<file path="config.mk">
export PLATFORM = sky130hd
export DESIGN_NAME = key_sw_io_device
export DESIGN_NICKNAME = d
export VERILOG_FILES = /design/src/rtl/io_map_pkg.sv /design/src/rtl/io_debouncer.sv /design/src/rtl/key_sw_io_device.sv
export SDC_FILE = /design/constraint.sdc
export NUM_CORES = 1
export LEC_CHECK = 0
export ABC_AREA = 1
export CORE_ASPECT_RATIO = 0.6
export CORE_MARGIN = 2
export CORE_UTILIZATION = 40
export CTS_BUF_LIST = sky130_fd_sc_hd__clkbuf_4 sky130_fd_sc_hd__clkbuf_8 sky130_fd_sc_hd__clkbuf_16
export CTS_CLUSTER_SIZE = 16
export DETAILED_ROUTE_END_ITERATION = 10
export PLACE_DENSITY = 0.69
export SYNTH_ARGS = -nofsm -noshare
export SYNTH_HDL_FRONTEND = slang
export SYNTH_SLANG_ARGS = --single-unit
</file>
<file path="constraint.sdc">
create_clock -name clk -period 3.25 [get_ports clk]
set_input_delay 0.65 -clock clk [delete_from_list [all_inputs] [get_ports clk]]
set_output_delay 0.65 -clock clk [all_outputs]
set_load 0.01 [all_outputs]
</file>
<file path="src/rtl/io_map_pkg.sv">
// rtl/io_map_pkg.sv - address map, CTRL bit layout and status update rules for the KEY/SW device
package io_map_pkg;

  localparam logic [31:0] IO_ADDR_KDATA = 32'hF000_0010;
  localparam logic [31:0] IO_ADDR_KCTRL = 32'hF000_0110;
  localparam logic [31:0] IO_ADDR_SDATA = 32'hF000_0014;
  localparam logic [31:0] IO_ADDR_SCTRL = 32'hF000_0114;

  localparam int CTRL_READY   = 0;
  localparam int CTRL_OVERRUN = 2;
  localparam int CTRL_IE      = 4;

  localparam bit KEY_ACTIVE_LOW = 1'b1;

  typedef struct packed {
    logic ie;
    logic overrun;
    logic ready;
  } ctrl_t;

  // A new stable value always wins: it re-arms ready and its overrun set beats a clearing write.
  function automatic ctrl_t ctrl_next(input ctrl_t cur, input logic changed, input logic data_rd,
                                      input logic ctrl_wr, input logic wr_overrun, input logic wr_ie);
    ctrl_t nxt;
    nxt = cur;
    if (data_rd) nxt.ready = 1'b0;
    if (ctrl_wr) begin
      nxt.ie = wr_ie;
      if (!wr_overrun) nxt.overrun = 1'b0;
    end
    if (changed) begin
      if (cur.ready && !data_rd) nxt.overrun = 1'b1;
      nxt.ready = 1'b1;
    end
    return nxt;
  endfunction

  function automatic logic [4:0] ctrl_word(input ctrl_t c);
    logic [4:0] w;
    w = '0;
    w[CTRL_READY]   = c.ready;
    w[CTRL_OVERRUN] = c.overrun;
    w[CTRL_IE]      = c.ie;
    return w;
  endfunction

endpackage

</file>
<file path="src/rtl/io_debouncer.sv">
// rtl/io_debouncer.sv - two-flop synchronizer plus vector-wide debounce counter
module io_debouncer #(
  parameter int WIDTH           = 4,
  parameter int DEBOUNCE_CYCLES = 100000
) (
  input  logic             clk,
  input  logic             reset,
  input  logic [WIDTH-1:0] raw_i,
  output logic [WIDTH-1:0] stable_o,
  output logic             changed_o
);

  localparam int             CW       = (DEBOUNCE_CYCLES > 1) ? $clog2(DEBOUNCE_CYCLES) : 1;
  localparam logic [CW-1:0] CNT_LAST = CW'(DEBOUNCE_CYCLES - 1);

  logic [WIDTH-1:0] meta_q, sync_q, stable_q, stable_d;
  logic [CW-1:0]    cnt_q, cnt_d;
  logic             differs, accept;

  always_comb begin
    differs  = (sync_q != stable_q);
    accept   = differs && (cnt_q == CNT_LAST);
    stable_d = stable_q;
    cnt_d    = '0;
    if (accept) begin
      stable_d = sync_q;
    end else if (differs) begin
      cnt_d = cnt_q + CW'(1);
    end
  end

  always_ff @(posedge clk) begin
    if (reset) begin
      meta_q   <= '0;
      sync_q   <= '0;
      stable_q <= '0;
      cnt_q    <= '0;
    end else begin
      meta_q   <= raw_i;
      sync_q   <= meta_q;
      stable_q <= stable_d;
      cnt_q    <= cnt_d;
    end
  end

  // Pulses in the cycle whose closing edge loads the new stable value.
  assign changed_o = accept;
  assign stable_o  = stable_q;

endmodule

</file>
<file path="src/rtl/key_sw_io_device.sv">
// rtl/key_sw_io_device.sv - memory-mapped KEY/SW input device with sticky status and irq
module key_sw_io_device
  import io_map_pkg::*;
#(
  parameter int               DBITS           = 32,
  parameter int               DEBOUNCE_CYCLES = 100000,
  parameter logic [DBITS-1:0] ADDR_KDATA      = DBITS'(IO_ADDR_KDATA),
  parameter logic [DBITS-1:0] ADDR_KCTRL      = DBITS'(IO_ADDR_KCTRL),
  parameter logic [DBITS-1:0] ADDR_SDATA      = DBITS'(IO_ADDR_SDATA),
  parameter logic [DBITS-1:0] ADDR_SCTRL      = DBITS'(IO_ADDR_SCTRL)
) (
  input  logic             clk,
  input  logic             reset,
  input  logic [3:0]       KEY,
  input  logic [9:0]       SW,
  input  logic [DBITS-1:0] addr,
  input  logic             wrEn,
  input  logic             rdEn,
  input  logic [DBITS-1:0] wrData,
  output logic [DBITS-1:0] rdData,
  output logic             hit,
  output logic             irq
);

  logic [3:0] key_pressed, key_stable;
  logic [9:0] sw_stable;
  logic       key_changed, sw_changed;
  logic       hit_kdata, hit_kctrl, hit_sdata, hit_sctrl;
  ctrl_t      kctrl_q, kctrl_d, sctrl_q, sctrl_d;
  logic       unused_wrdata;

  // Inverting ahead of the flops lets their zero reset value mean "released".
  assign key_pressed = KEY_ACTIVE_LOW ? ~KEY : KEY;

  io_debouncer #(.WIDTH(4), .DEBOUNCE_CYCLES(DEBOUNCE_CYCLES)) u_key_db (
    .clk       (clk),
    .reset     (reset),
    .raw_i     (key_pressed),
    .stable_o  (key_stable),
    .changed_o (key_changed)
  );

  io_debouncer #(.WIDTH(10), .DEBOUNCE_CYCLES(DEBOUNCE_CYCLES)) u_sw_db (
    .clk       (clk),
    .reset     (reset),
    .raw_i     (SW),
    .stable_o  (sw_stable),
    .changed_o (sw_changed)
  );

  assign hit_kdata = (addr == ADDR_KDATA);
  assign hit_kctrl = (addr == ADDR_KCTRL);
  assign hit_sdata = (addr == ADDR_SDATA);
  assign hit_sctrl = (addr == ADDR_SCTRL);
  assign hit       = hit_kdata | hit_kctrl | hit_sdata | hit_sctrl;

  always_comb begin
    kctrl_d = ctrl_next(kctrl_q, key_changed, rdEn & hit_kdata, wrEn & hit_kctrl,
                        wrData[CTRL_OVERRUN], wrData[CTRL_IE]);
    sctrl_d = ctrl_next(sctrl_q, sw_changed, rdEn & hit_sdata, wrEn & hit_sctrl,
                        wrData[CTRL_OVERRUN], wrData[CTRL_IE]);
  end

  always_ff @(posedge clk) begin
    if (reset) begin
      kctrl_q <= '0;
      sctrl_q <= '0;
    end else begin
      kctrl_q <= kctrl_d;
      sctrl_q <= sctrl_d;
    end
  end

  always_comb begin
    rdData = '0;
    if (hit_kdata)      rdData[3:0] = key_stable;
    else if (hit_kctrl) rdData[4:0] = ctrl_word(kctrl_q);
    else if (hit_sdata) rdData[9:0] = sw_stable;
    else if (hit_sctrl) rdData[4:0] = ctrl_word(sctrl_q);
  end

  assign irq = (kctrl_q.ready & kctrl_q.ie) | (sctrl_q.ready & sctrl_q.ie);

  assign unused_wrdata = ^{wrData[DBITS-1:5], wrData[3], wrData[1:0]};

endmodule

</file>
After elaboration in Yosys (flattened, before gate mapping)
Index checks and enable logic that the tools add are counted.

RAM bits: 0. Logic and storage cells: 64. Register bits after elaboration: 82. Bits of input ports: 82. Bits in latches: 0. Memories kept: 0. Bits in read-only memories: 0. Output and inout bits: 34.

Multipliers: 0. Reduce and logical (&&, ||, !) cells: 10. Bitwise logic cells: 13. Multiplexer cells: 17. Shift operators: 0. Div/mod/pow operators: 0. Add/sub/neg operators: 2. Equal/unequal tests: 8. $lt $le $gt $ge: 0.

Operator list (count): equality test 32 bit (second input constant) (4); adder 17 x 1 -> 17 bit (second input constant) (2); equality test 17 bit (second input constant) (2); two-way mux 5 bit (5); inequality test 10 bit (1); two-way mux 1 bit (8); AND 1 bit (6); two-way mux 6 bit (1); OR reduction 3 bit (2); logical AND 1 bit (4); two-way mux 2 bit (2); two-way mux 4 bit (1); inequality test 4 bit (1); inverter 4 bit (1); OR 1 bit (4); nonzero test 2 bit (2); logical NOT 1 bit (2); inverter 1 bit (2).

Longest topological paths before layout
Gate-level depths: netlist of run 1.

Word-level depth: 6. Mapped depth: 11. Gate-level depth less buffers: 11.

By module
Synthesis of run 1 repeated with hierarchy kept, for this count alone.

Cell total of the unflattened synthesis: 652. Area total of the unflattened synthesis: 4414.2 um^2.

Modules (own cells, without submodules): io_debouncer at u_sw_db (cells an instance 287, area an instance 2044.5 um^2, instances 1, seq. area each 940.9 um^2); io_debouncer at u_key_db (cells an instance 202, area an instance 1462.7 um^2, instances 1, seq. area each 580.6 um^2); key_sw_io_device (cells an instance 163, area an instance 907.1 um^2, instances 1, seq. area each 120.1 um^2).

Worst setup path before layout of run 1
Ideal clock, no wire load.

Path kind: input -> output. Start: input addr[5]. End: output rdData[5]. Arrival time: 1.616 ns. Required time: 2.600 ns. Cell stages on the path: 7. Setup slack: 0.984 ns. Buffers on the path: 0. Path through: inv_1 > nand2_1 > nor2_1 > nand3b_1 > nor2_4 > nand2_1 > nor3_1.

Word-level cells in the longest chain between the ends: 4. Elaborated cells between the ends (all ways): 6. Classes of those cells: 3 x eq/ne; 3 x mux.

Ends and longest elaborated chain: start: declaration (line key_sw_io_device.sv:16) `input logic [DBITS-1:0] addr,`; equality test 32 bit (line key_sw_io_device.sv:53) `assign hit_sdata = (addr == ADDR_SDATA);`; two-way mux 5 bit (line key_sw_io_device.sv:78) `else if (hit_sdata) rdData[9:0] = sw_stable;`; two-way mux 5 bit (line key_sw_io_device.sv:77) `else if (hit_kctrl) rdData[4:0] = ctrl_word(kctrl_q);`; two-way mux 6 bit (*) (line key_sw_io_device.sv:76) `if (hit_kdata) rdData[3:0] = key_stable;`; end: declaration (line key_sw_io_device.sv:20) `output logic [DBITS-1:0] rdData,`.

Mark *: on every way between the ends. The rest lies on a longest branch, timed or not.

Worst setup path after layout of run 1
Start: input addr[30]. End: output rdData[4].

Word-level cells in the longest chain between the ends: 5. Elaborated cells between the ends (all ways): 8. Classes of those cells: 4 x eq/ne; 4 x mux.

Ends and longest elaborated chain: equality test 32 bit (line key_sw_io_device.sv:54) `assign hit_sctrl = (addr == ADDR_SCTRL);`; two-way mux 5 bit (line key_sw_io_device.sv:79) `else if (hit_sctrl) rdData[4:0] = ctrl_word(sctrl_q);`; two-way mux 5 bit (line key_sw_io_device.sv:78); two-way mux 5 bit (line key_sw_io_device.sv:77); two-way mux 6 bit (*) (line key_sw_io_device.sv:76).

Marked as above.

==> impl_metrics.tcl, run 1 <==
set metrics [dict create \
    place_area_sq_mm 0.00495 \
    clock_latency_ns 0.35 \
    r2r-end "sctrl_q[1]" \
    drive_gt1_frac 0.112 \
    synth_top_area_frac 0.389 \
    critPathCaptureType "primary output" \
    htree_levels 3 \
    fin_skew_ns 0.00889 \
    tightest_slew_ns 0.833 \
    hpwl_mm 7.91 \
    met3_length_um 696 \
    initial_core_util 0.420 \
    rows 28 \
    wl_per_cell_um 12.3 \
    setup_ws_ns 0.118 \
    nets 776 \
    max_freq_ghz 0.319 \
    power_mw 2.21 \
    ant_nets 0 \
    grt_pass1_wl_mm 16.8 \
    fin_area_sq_mm 0.00528 \
    drt_pass1_iterations 5 \
    yosysSeqAreaShare 0.389 \
    max-cap-violations 0 \
    synth-main-ff-cell "dfxtp_1" \
    startpoint "addr[30]" \
    synth_xor_area_frac 0.0353 \
    reg2reg_slack_ns 1.21 \
    synth_top_family_by_area "simple AND/OR/NAND/NOR gates" \
    met2_length_mm 4.09 \
    hold_depth 2 \
    peakVddDrop_mv 0.264 \
    synth_compound_area_frac 0.0453 \
    crit_arrival_ns 2.48 \
    clkTransAtPathRegs_ns 0.07 \
    cts_made_buffers 9 \
    hp-start "u_key_db.meta_q[2]" \
    top_layer_used "met4" \
    drc 0 \
    synth_area_leaders "dfxtp_1 (39%), nor2_1 (11%), nand2_1 (9.7%)" \
    synth-seq-cells 82 \
    muxShareOfSynthArea 0 \
    power_density_mw_per_mm2 418 \
    p_leak_nw 2.33 \
    die_height_um 83.6 \
    finalSetupViolCount 0 \
    utilization 0.525 \
    avgSynthCellArea_sq_um 6.85 \
    drv_slew 0 \
    synth_fa_ha_area_frac 0.00593 \
    yosys_warnings 0 \
    dp_worst_setup_slack_ns -0.0802 \
    antennaDiodeCount 0 \
    routed_via_density 4.64 \
    ctsHoldBuffers 0 \
    worstSetupPathType "primary input to primary output" \
    track_usage 0.186 \
    synthToLayoutAreaGrowth_pct 25.1 \
    met1_length_mm 5.30 \
    ff2ff_path_depth 7 \
    min_to "u_key_db.sync_q[2]" \
    num_vias 3859 \
    cts.sinks 82 \
    cts_tree "built" \
    max_slew_margin 0.442 \
    grt_pass1_vias 3490 \
    place.gp.congestion 0.887 \
    clockBufferDepth 2 \
    r2r-start "u_sw_db.cnt_q[0]" \
    synth.distinct_cells 38 \
    async_flop_share 0 \
    hold_violations 0 \
    critPathMaxFanout 4 \
    status "completed" \
    drt_first_iter_violations 268 \
    grt_remaining_overflow 0 \
    worstHoldPathType "flop to flop" \
    cp_data_required_time_ns 2.60 \
    netlist_area_sq_mm 0.00422 \
    yosys.area.top_type "dfxtp_1" \
    postRouteWirelength_mm 10.2 \
    die_area_sq_mm 0.0114 \
    rsz0062_at_grt "no" \
    antenna_found_initial 0 \
    ios 116 \
    hold_slack_ns 0.403 \
    finalCriticalPeriod_ns 3.13 \
    syn-instance-count 616 \
    synth-simple-area-share 0.373 \
    cp-start-kind "primary input" \
    root_buffer "clkbuf_16" \
    synth-edff-count 0 \
    io_buffers 63 \
    fin_crit_sh 0.964 \
    coreArea_sq_mm 0.0101 \
    die_w_um 137 \
    grt_max_degree 31 \
]
==> repair_timing <==
action                     CTS  global route
gates resized for setup     11             8
setup endpoints to repair    9             7
pin swaps                    2             4
buffers inserted             0             1
cloned                       0             0
==> metrics by stage <==
step,cells,setup TNS (ns)
2_1_floorplan,637,0
3_3_place_gp,815,-0.132
3_5_place_dp,815,-0.420
4_1_cts,831,0
5_1_grt,832,0
6_report,832,0
==> worst max-delay path, cell delays in order <==
cell             delay (ns)
clkdlybuf4s50_1        0.51
nand4_1                0.17
nor2_4                 0.15
nand2_4                0.09
buf_4                  0.14
nor3_2                 0.13
buf_4                  0.15
nand2_1                0.04
nand3_1                0.07
nand2_1                0.06
inv_1                  0.05
dlygate4sd2_1          0.26
==> report_power, final <==
group	leakage, nW	total [mW]	switching, mW	internal (mW)
sequential	0.667	1.04	0.0120	1.03
clock	0.141	0.999	0.460	0.539
combinational	1.53	0.169	0.0868	0.0822
==> layout make-up <==
cell class	instances	area, sq um
inverter	107	404
timing repair buffer	75	726
clock inverter	7	65.1
fill	930	4770
sequential	82	1640
tap	135	169
clock buffer	9	225
multi-input combinational	417	2050
==> sequential cells by signal (all words and copies together) (netlist names) <==
signal,flops
u_key_db.cnt_q,17
u_sw_db.meta_q,10
u_key_db.stable_o,4
u_sw_db.cnt_q,17
u_sw_db.sync_q,10
sctrl_q,3
kctrl_q,3
u_key_db.sync_q,4
u_key_db.meta_q,4
u_sw_db.stable_o,10
==> cell usage in the layout, fill, tap and decap left out, types with 4 or more instances in the layout <==
master             n
nand4_1           13
xnor2_1            8
buf_4             12
nor2_4             5
nor3b_1            5
clkdlybuf4s50_1   52
a21oi_1           12
o21ai_0           21
nor3_1            13
dlymetal6s2s_1     5
nand2_1          107
inv_2              7
nor3_2             7
dfxtp_1           82
nand3_1           27
inv_1             99
nor2_2            15
nand2_2            5
dlygate4sd2_1      6
inv_6              4
xor2_1             9
nor2_1           122
clkbuf_16          9
conb_1            22
==> per-layer routing <==
| layer | global-route usage | vias to the layer above |
|---|---|---|
| met3 | 0.0601 | 16 |
| met2 | 0.260 | 112 |
| li1 | - | 1994 |
| met1 | 0.270 | 1737 |
| met5 | 0 | - |
| met4 | 0.0521 | 0 |
==> cell families (layout without fill, tap and decap cells) <==
logic type	Yosys count	in the layout
buffers and inverters	138	198
other	1	22
xor gates and xnor gates	17	17
and+or+nand+nor	339	339
adders and majority gates	2	2
AOI/OAI and AO/OA	37	37
DFF	82	82
==> cell usage after synthesis, types with 3 or more instances <==
cell type and n:
nor3b_1 5, inv_1 99, nor2_2 14, a21oi_1 12, nand2_2 4, nor2_4 4
clkbuf_1 4, nand4_1 13, nor2_1 124, nor3_2 5, xnor2_1 8, nand3b_1 3
buf_4 23, o21ai_0 21, nand2_1 109, nor3_1 15, dfxtp_1 82, inv_2 7
xor2_1 9, a31oi_1 3, nand3_2 3, nand3_1 27
==> worst max-delay path by stage <==
stage / to / cells after the start
after floorplan: rdData[5] / 7
after global placement: rdData[2] / 13
after detailed placement: rdData[4] / 11
after CTS: hit / 10
after global routing: rdData[4] / 13
final: rdData[4] / 12
Note: power is estimated with default switching activity, not from simulation.
==> run 2, diff against run 1 <==
--- a/config.mk
+++ b/config.mk
@@ -12,7 +12,7 @@
 export CTS_BUF_LIST = sky130_fd_sc_hd__clkbuf_4 sky130_fd_sc_hd__clkbuf_8 sky130_fd_sc_hd__clkbuf_16
 export CTS_CLUSTER_SIZE = 16
 export DETAILED_ROUTE_END_ITERATION = 10
-export PLACE_DENSITY = 0.69
+export PLACE_DENSITY = 0.68
 export SYNTH_ARGS = -nofsm -noshare
 export SYNTH_HDL_FRONTEND = slang
 export SYNTH_SLANG_ARGS = --single-unit
==> run 2 against run 1 <==
Compared with the run above: via count shrank 0.83%; register-to-register slack gained 0.06 ns; cell count grew 0.36%; largest cell class unchanged; sequential share of layout area shrank 0.18 points; largest power group is now clock.
==> impl_metrics.tcl, run 2 (synthesis gave the netlist of run 1 again) <==
set metrics [dict create \
    final_common_cell "nor2_1" \
    initial_core_util 0.420 \
    drv_slew 0 \
    r2r-end "sctrl_q[1]" \
    cp_data_required_time_ns 2.60 \
    fin_crit_sh 0.969 \
    ant_nets 0 \
    num_vias 3827 \
    die_w_um 137 \
    crit_arrival_ns 2.50 \
    max_slew_margin 0.492 \
    utilization 0.528 \
    peakVddDrop_mv 0.278 \
    dp_worst_setup_slack_ns -0.133 \
    root_buffer "clkbuf_16" \
    finalCriticalPeriod_ns 3.15 \
    antenna_found_initial 0 \
    ff2ff_path_depth 7 \
    critPathCaptureType "primary output" \
    hp-start "u_key_db.meta_q[0]" \
    postRouteWirelength_mm 9.78 \
    reg_top3 "u_key_db.cnt_q: 17 flops, u_sw_db.cnt_q: 17 flops" \
    grt_pass1_wl_mm 16.3 \
    critPathMaxFanout 3 \
    ios 116 \
    io_buffers 63 \
    crit_family "buffers and inverters" \
    routed_via_density 4.58 \
    cts.sinks 82 \
    final_cell_mix "nor2_1 (123), nand2_1 (107), inv_1 (98), dfxtp_1 (82), clkdlybuf4s50_1 (52)" \
    reg2reg_slack_ns 1.27 \
    nets 779 \
    finalSetupViolCount 0 \
    cpMaxStageDelayCell "clkdlybuf4s50_1" \
    drt_first_iter_violations 225 \
    cts_tree "built" \
    hpwl_mm 7.81 \
    antennaDiodeCount 0 \
    worstHoldPathType "flop to flop" \
    cts_made_buffers 9 \
    clkTransAtPathRegs_ns 0.07 \
    clockBufferDepth 2 \
    drc 0 \
    cp.buffers_inverters 6 \
    grt_pass1_vias 3404 \
    hold_depth 2 \
    htree_levels 3 \
    max_stage_delay_ns 0.46 \
    die_area_sq_mm 0.0114 \
    track_usage 0.182 \
    fin_skew_ns 0.00870 \
    synthToLayoutAreaGrowth_pct 25.8 \
    tightest_slew_ns 0.759 \
    place.gp.congestion 0.896 \
    max-cap-violations 0 \
    nFillCells 942 \
    die_height_um 83.6 \
    cp_cell_sequence "clkdlybuf4s50_1 -> nand2_1 -> nor2_1 -> nand3_2 -> nor2_4 -> buf_4 -> nand2_2 -> inv_2 -> buf_4 -> a21oi_1 -> nand2_1 -> inv_1 -> dlygate4sd2_1" \
    power_density_mw_per_mm2 427 \
    p_leak_nw 2.34 \
    fin_cells 835 \
    status "completed" \
    clock_latency_ns 0.34 \
    grt_remaining_overflow 0 \
    grt_max_degree 22 \
    rows 28 \
    drive_gt1_frac 0.116 \
    r2r-start "u_sw_db.cnt_q[0]" \
    setup_ws_ns 0.102 \
    drt_pass1_iterations 5 \
    coreArea_sq_mm 0.0101 \
    place_inst 817 \
    cp-start-kind "primary input" \
    min_to "u_key_db.sync_q[0]" \
    wl_per_cell_um 11.7 \
    max_freq_ghz 0.318 \
    hold_violations 0 \
    worstSetupPathType "primary input to primary output" \
]
run 2: cell types whose count changed in the layout (fill, tap and decap cells not counted), sizes merged:
cell and delta:
clkinv +3, inv -3, buf +3, dlygate4sd2 -1, clkinvlp -1, clkbuf +1
bufinv +1
run 2: stage by stage:
| stage | hold slack, ns | setup TNS [ns] | power [mW] | instance area (sq um) |
|---|---|---|---|---|
| after floorplan | 0.388 | 0 | 1.16 | 4300 |
| after global placement | 0.393 | -0.393 | 1.22 | 4960 |
| after detailed placement | 0.393 | -0.741 | 1.23 | 4960 |
| after CTS | 0.404 | 0 | 2.29 | 5290 |
| after global routing | 0.411 | -0.0531 | 2.36 | 5310 |
| final | 0.402 | 0 | 2.27 | 5310 |
run 2: cell type report:
cell class	instances	area (sq um)	share of cell area
timing repair buffer	78	744	0.140
sequential	82	1640	0.309
clock inverter	7	95.1	0.0179
multi-input combinational	417	2030	0.383
tap	135	169	0.0318
inverter	107	404	0.0761
clock buffer	9	225	0.0424
run 2: worst register-to-register path: stages (launching register included):
cell and delay (ns):
dfxtp_1 0.35, ha_1 0.17, nand2_1 0.14, nor2_4 0.17, nand4_1 0.18, nor2_1 0.64
nand2_1 0.12, a21oi_1 0.16
run 2: worst max-delay path by stage:
stage	end	start	slack [ns]	cells after the start
final	rdData[4]	addr[4]	0.10	13
after global placement	rdData[2]	addr[27]	-0.10	13
after detailed placement	rdData[2]	addr[25]	-0.13	13
after global routing	rdData[4]	addr[1]	-0.03	14
after floorplan	rdData[5]	addr[5]	0.98	7
after CTS	hit	addr[25]	0.03	10
run 2: metal layers:
metal / wire length [um] / share of wire / GRT usage
met1: 5280 / 0.54 / 0.286
met2: 3890 / 0.40 / 0.240
met3: 567 / 0.058 / 0.0534
met4: 47 / 0.0048 / 0.0369
met5: 0 / 0 / 0
run 2: repair_timing:
action / in CTS / in global routing
pin swaps: 2 / 2
setup buffers: 1 / 1
resized for setup: 8 / 10
hold buffers: 0 / 0
endpoints found under the setup margin: 11 / 8
run 2: report_power, final:
part	internal [mW]	leakage [nW]	switching (mW)
clock network	0.617	0.157	0.442
logic	0.0838	1.52	0.0856
registers	1.03	0.667	0.0112
total	1.73	2.34	0.539
